`src/rtl/byte_serial_tx.sv`:
```
// Parallel-to-serial word transmitter with a one-word holding buffer
// so consecutive words stream back to back without idle cycles.
module byte_serial_tx #(
  parameter int WIDTH     = 8,
  parameter int LSB_FIRST = 1,
  parameter int CNT_W     = 16
) (
  input  logic             clk,
  input  logic             rst,
  input  logic [WIDTH-1:0] in_data,
  input  logic             in_valid,
  output logic             in_ready,
  output logic             ser_out,
  output logic             ser_valid,
  output logic             ser_first,
  output logic             ser_last,
  output logic             busy,
  output logic [CNT_W-1:0] word_count
);

  localparam int BW = $clog2(WIDTH);
  localparam logic [BW-1:0] LAST = BW'(WIDTH - 1);

  typedef enum logic {
    IDLE,
    SHIFT
  } state_t;

  state_t           state_q;
  logic [WIDTH-1:0] sr_q;
  logic [BW-1:0]    bit_cnt_q;
  logic [WIDTH-1:0] hold_q;
  logic             hold_valid_q;
  logic [CNT_W-1:0] word_count_q;

  logic at_last;
  logic load;

  assign at_last = (state_q == SHIFT) && (bit_cnt_q == LAST);
  assign load    = hold_valid_q && ((state_q == IDLE) || at_last);

  always_ff @(posedge clk or posedge rst) begin
    if (rst) begin
      state_q      <= IDLE;
      sr_q         <= '0;
      bit_cnt_q    <= '0;
      hold_q       <= '0;
      hold_valid_q <= 1'b0;
      word_count_q <= '0;
    end else begin
      // accept needs an empty hold register, load needs a full one
      if (in_valid && !hold_valid_q) begin
        hold_q       <= in_data;
        hold_valid_q <= 1'b1;
      end
      if (at_last) begin
        word_count_q <= word_count_q + CNT_W'(1);
      end
      if (load) begin
        sr_q         <= hold_q;
        bit_cnt_q    <= '0;
        state_q      <= SHIFT;
        hold_valid_q <= 1'b0;
      end else if (at_last) begin
        state_q   <= IDLE;
        bit_cnt_q <= '0;
      end else if (state_q == SHIFT) begin
        bit_cnt_q <= bit_cnt_q + BW'(1);
        if (LSB_FIRST != 0) begin
          sr_q <= {1'b0, sr_q[WIDTH-1:1]};
        end else begin
          sr_q <= {sr_q[WIDTH-2:0], 1'b0};
        end
      end
    end
  end

  logic out_bit;

  assign out_bit    = (LSB_FIRST != 0) ? sr_q[0] : sr_q[WIDTH-1];
  assign ser_valid  = (state_q == SHIFT);
  assign ser_out    = ser_valid & out_bit;
  assign ser_first  = ser_valid & (bit_cnt_q == '0);
  assign ser_last   = at_last;
  assign in_ready   = !hold_valid_q;
  assign busy       = ser_valid | hold_valid_q;
  assign word_count = word_count_q;

endmodule

```
`config.mk`:
```
export PLATFORM = sky130hd
export DESIGN_NAME = byte_serial_tx
export DESIGN_NICKNAME = d
export VERILOG_FILES = /design/src/rtl/byte_serial_tx.sv
export SDC_FILE = /design/constraint.sdc
export NUM_CORES = 1
export LEC_CHECK = 0
export CORE_MARGIN = 5
export CORE_UTILIZATION = 54
export CTS_BUF_LIST = sky130_fd_sc_hd__clkbuf_16
export DETAILED_ROUTE_END_ITERATION = 8
export HOLD_SLACK_MARGIN = 0.06
export PLACE_DENSITY = 0.83
export SYNTH_ARGS = -nofsm -noshare
export SYNTH_HDL_FRONTEND = slang
export SYNTH_SLANG_ARGS = --single-unit
```
`constraint.sdc`:
```
create_clock -name clk -period 3.43 [get_ports clk]
set_input_delay 0.686 -clock clk [delete_from_list [all_inputs] [get_ports clk]]
set_output_delay 0.686 -clock clk [all_outputs]
set_load 0.1 [all_outputs]
```
# Word-level counts from Yosys, hierarchy flattened
# Index checks and enable logic that the tools add are counted.
[word_totals] out_inout_bits=22 ff_bits=37 wordCells=35
[classes] muxes=10 reduce_logical=11 n_bitwise=4 n_eq_ne=2 addsub=2
[ops] cell="two-way mux 8 bit" n=3
[ops] cell="adder 16 x 1 -> 16 bit, second input constant" n=1
[ops] cell="two-way mux 3 bit" n=3
[ops] cell="nonzero test 2 bit" n=3
[ops] cell="two-way mux 1 bit" n=4
[ops] cell="adder 3 x 1 -> 3 bit, second input constant" n=1
[ops] cell="equality test 3 bit, second input constant" n=1
[ops] cell="logical AND 1 bit" n=3
[ops] cell="logical NOT 3 bit" n=1
[ops] cell="nonzero test 3 bit" n=1
[ops] cell="AND 1 bit" n=2
[ops] cell="!= test 2 x 1 -> 1 bit, second input constant" n=1
[ops] cell="AND reduction 2 bit" n=1
[ops] cell="logical NOT 1 bit" n=1
[ops] cell="logical OR 1 bit" n=1
[ops] cell="NOT 1 bit" n=1
[ops] cell="OR 1 bit" n=1

# Longest topological paths before layout
[depth] ltp_word=6 mapped_depth=7

# Worst setup path before layout
# No wires, ideal clock.
[synth_path] kind="flip-flop to output port" from="register state_q, in the netlist ser_valid" to="output ser_first" setup_slack_ps=373 arrival_ps=2371 required_time_ps=2744 path_stages_with_launch=3 path_buffers=0 path_cell_list="dfrtp_1 nand2_1 nor2_1"
[synth_via] elab_chain_cells=1
[synth_rtl] item="start, declared" line_no="29" source="state_t state_q;"
[synth_rtl] item="start signal, assigned" line_no="44" source="state_q <= IDLE;"
[synth_rtl] item="start signal, assigned" line_no="62" source="state_q <= SHIFT;"
[synth_rtl] item="start signal, assigned" line_no="65" source="state_q <= IDLE;"
[synth_rtl] item="AND 1 bit" line_no="83" source="assign ser_first = ser_valid & (bit_cnt_q == '0);"
[synth_rtl] item="end, declared" line_no="15" source="output logic ser_first,"
# No other way between the ends.

# Worst setup path in the final report
[layout_path] from="register word_count_q[10], in the netlist word_count[10]" to="output word_count[10]"
[layout_rtl] item="start, declared" line_no="34" source="logic [CNT_W-1:0] word_count_q;"
[layout_rtl] item="start signal, assigned" line_no="57" source="word_count_q <= word_count_q + CNT_W'(1);"
[layout_rtl] item="end, declared" line_no="18" source="output logic [CNT_W-1:0] word_count"
# No word-level cell between the ends.

==> results.txt <==
Status: finished, final reports clean
Syn avg cell area: 11.99 um2
Setup TNS: 0 ps
Cts hold-fix bufs: 0
Req. time, crit path: 2740 ps
Adder and majority gate portion of the synthesized area: 0.03070
RSZ-0062 raised after global routing: false
DRT Pass-1 Iters: 4
Startpoint types: flip-flop
Worst setup margin: 932.2 ps
WS Path Type: reg2out
Post-DRT Antenna Nets: 0
Max Freq: 400.4 MHz
Clock Skew: 4.503 ps
Area fraction of the dominant cell type after synthesis: 0.5679
Initial antenna violation count: 0
Async set-reset flop share out of synthesis: 1.000
Endpoints failing hold: 0
Hold Crit Class: reg2reg
Layout fillers: 241
Grt met2 use: 0.2925
Top post-synthesis cells by count: 37 x dfrtp_1, 12 x nand2_1, 10 x mux2_2
CTS tree: yes
YS warnings: 0
Synth area leader: dfrtp_1
CP Cell Sequence: clkdlybuf4s50_1
R2R Setup Slk: 1650 ps
Min-Delay Path Depth: 1
Gr busiest metal: met2
Final Max Tran Viols: 0
Flops & latches, synth: 37
Mux cell area share after synthesis: 0.1182
Nets: 187
Clk slew on worst S/H paths: 50 ps
M3 GR Usage: 0.05893
Worst EP arrival: 1810 ps
EDFF count, synth: 0
Top post-synthesis cells by area: dfrtp_1 57%, mux2_2 6.9%, mux2i_1 4.9%
Synth Area in Compound Gates: 0.03454
Vias in the first global route: 1139
Post-CTS sizing: 0
Width of the die: 64.95 um
Vias: 1100
Worst R2R End: hold_q[5]
Fraction of layout cells with a size suffix above 1: 0.2486
Met1 global-route usage: 0.1785
Initial Util: 0.5475
Clk sinks: 37
Root Buffer: clkbuf_16
Hold path endpoint: word_count[15]
Largest family of logic cells by synthesized area: simple AND/OR/NAND/NOR gates
Period Utilization, post-route: 0.7282
Peak supply drop: 0.0006521 V
Final HPWL DP: 2173 um
Pin count of the biggest net entering global routing: 38
# diodes: 0
Setup Buffers After CTS: 0
Most common cell in the netlist: dfrtp_1
Worst Tran Pin Value: 966.2 ps
Maximum fanout along the worst path: 3
Maxcap violations: 0
Register area share after synthesis: 0.5679
First-pass GRT wire length: 5264 um
Overall Global Routing Usage: 0.1673
Main synth FF type: dfrtp_1
Hold wc startpoint: word_count[15]
Max Buffers Root-to-Sink: 2
Slew headroom: 0.3538
Number of H-tree levels: 2
PortBufs: 32
XOR/XNOR share of the synthesized area: 0.08058
Syn Nets: 151
Worst R2R Start: hold_valid_q
Synthesized area: 1630 um2
CP max-delay cell: clkdlybuf4s50_1
Worst path bufs/invs: 1
Leakage: 1.044 nW
DRT iter0 DRCs: 56
R2R depth: 2
PwrDens: 888.6 nW/um2
Max incr delay on CP: 1150 ps
Post-Place Worst Slack: 1170 ps
Crit. End Element: primary output
Clock latency on the worst-skew pair: 280 ps
Core area: 2978 um2
Drt total wl: 2969 um
Row count: 20
DR DRC count: 0
Num ports: 33
Synth Instances: 136
Setup Viol. Count Final: 0
CTS buffer count: 5
Total congestion overflow: 0
Die Y: 64.95 um
Fin crit period: 2498 ps
Via/cell ratio: 5.340
Design area: 2071 um2
Count of cell types in the netlist: 25
Area grow syn2layout: 27.01%
Routed len/inst: 14.41 um
Cell family with most CP delay: buffers and inverters
Die area: 4218 um2
Post-DP Area: 1932 um2
Routability Congestion: 0.8036
Post-Synth Simple-Gate Area: 0.1389
[cell families (layout without fill, tap and decap cells)]
| family | Yosys count | count (layout) |
|---|---|---|
| simple gates | 41 | 41 |
| flops | 37 | 37 |
| mux | 18 | 18 |
| xor+xnor | 15 | 15 |
| buf+inv | 11 | 48 |
| compound gates | 10 | 10 |
| fa+ha+maj | 4 | 4 |
[power breakdown]
| group | total [W] | switching (W) | internal (W) |
|---|---|---|---|
| combinational | 0.000734 | 0.000492 | 0.000243 |
| sequential | 0.000682 | 0.000116 | 0.000566 |
| clock | 0.000424 | 0.000161 | 0.000263 |
[registers in the layout, summed over array words and instances, names as in the netlist]
name,cells
word_count,16
hold_q,8
sr_q,8
bit_cnt_q,3
hold_valid_q,1
ser_valid,1
[worst max-delay path by stage]
| stage | startpoint | cells past startpoint | to |
|---|---|---|---|
| 2_1_floorplan | ser_valid | 2 | ser_first |
| 3_3_place_gp | in_valid | 3 | hold_q[4] |
| 3_5_place_dp | in_valid | 3 | hold_q[5] |
| 4_1_cts | word_count[10] | 1 | word_count[10] |
| 5_1_grt | word_count[10] | 1 | word_count[10] |
| 6_report | word_count[10] | 1 | word_count[10] |
[cells in the final DEF, fill, tap and decap left out]
cell / n
a21o_1: 1
a22o_1: 1
and2_1: 2
and3_1: 2
buf_4: 22
clkbuf_16: 5
clkdlybuf4s50_1: 12
clkinv_2: 2
dfrtp_1: 37
ha_1: 4
inv_1: 7
mux2_2: 10
mux2i_1: 8
nand2_1: 12
nand3_1: 5
nand3_2: 1
nand4_1: 5
nand4_2: 1
nor2_1: 6
nor2b_1: 2
nor3_1: 3
nor4_4: 1
o21ai_0: 8
or2_2: 1
xnor2_1: 8
xor2_1: 7
[through the flow]
stage	cells	hold WS (ps)	utilization	power [W]
2_1_floorplan	136	449.2	-	0.001266
3_3_place_gp	198	459.4	0.6487	0.001395
3_5_place_dp	198	464.8	0.6487	0.001433
4_1_cts	206	476.0	0.6954	0.001862
5_1_grt	206	507.8	0.6954	0.001959
6_report	206	473.5	0.6954	0.001840
[routing by layer]
| metal | routed length (um) | share of wire |
|---|---|---|
| met2 | 1563 | 0.53 |
| met1 | 1174 | 0.40 |
| met5 | 0 | 0 |
| met4 | 62 | 0.021 |
| met3 | 169 | 0.057 |
[layout make-up]
cell class / count / area (um2) / share of cell area
repair buffers: 34 / 285.3 / 0.1378
flip-flops and latches: 37 / 925.9 / 0.4471
clock inverters: 3 / 13.76 / 0.006647
multi-input cells: 88 / 656.9 / 0.3172
inverters: 6 / 22.52 / 0.01088
clock buffers: 5 / 125.1 / 0.06042
well taps: 33 / 41.29 / 0.01994
Note: power is estimated with default switching activity, not from simulation.
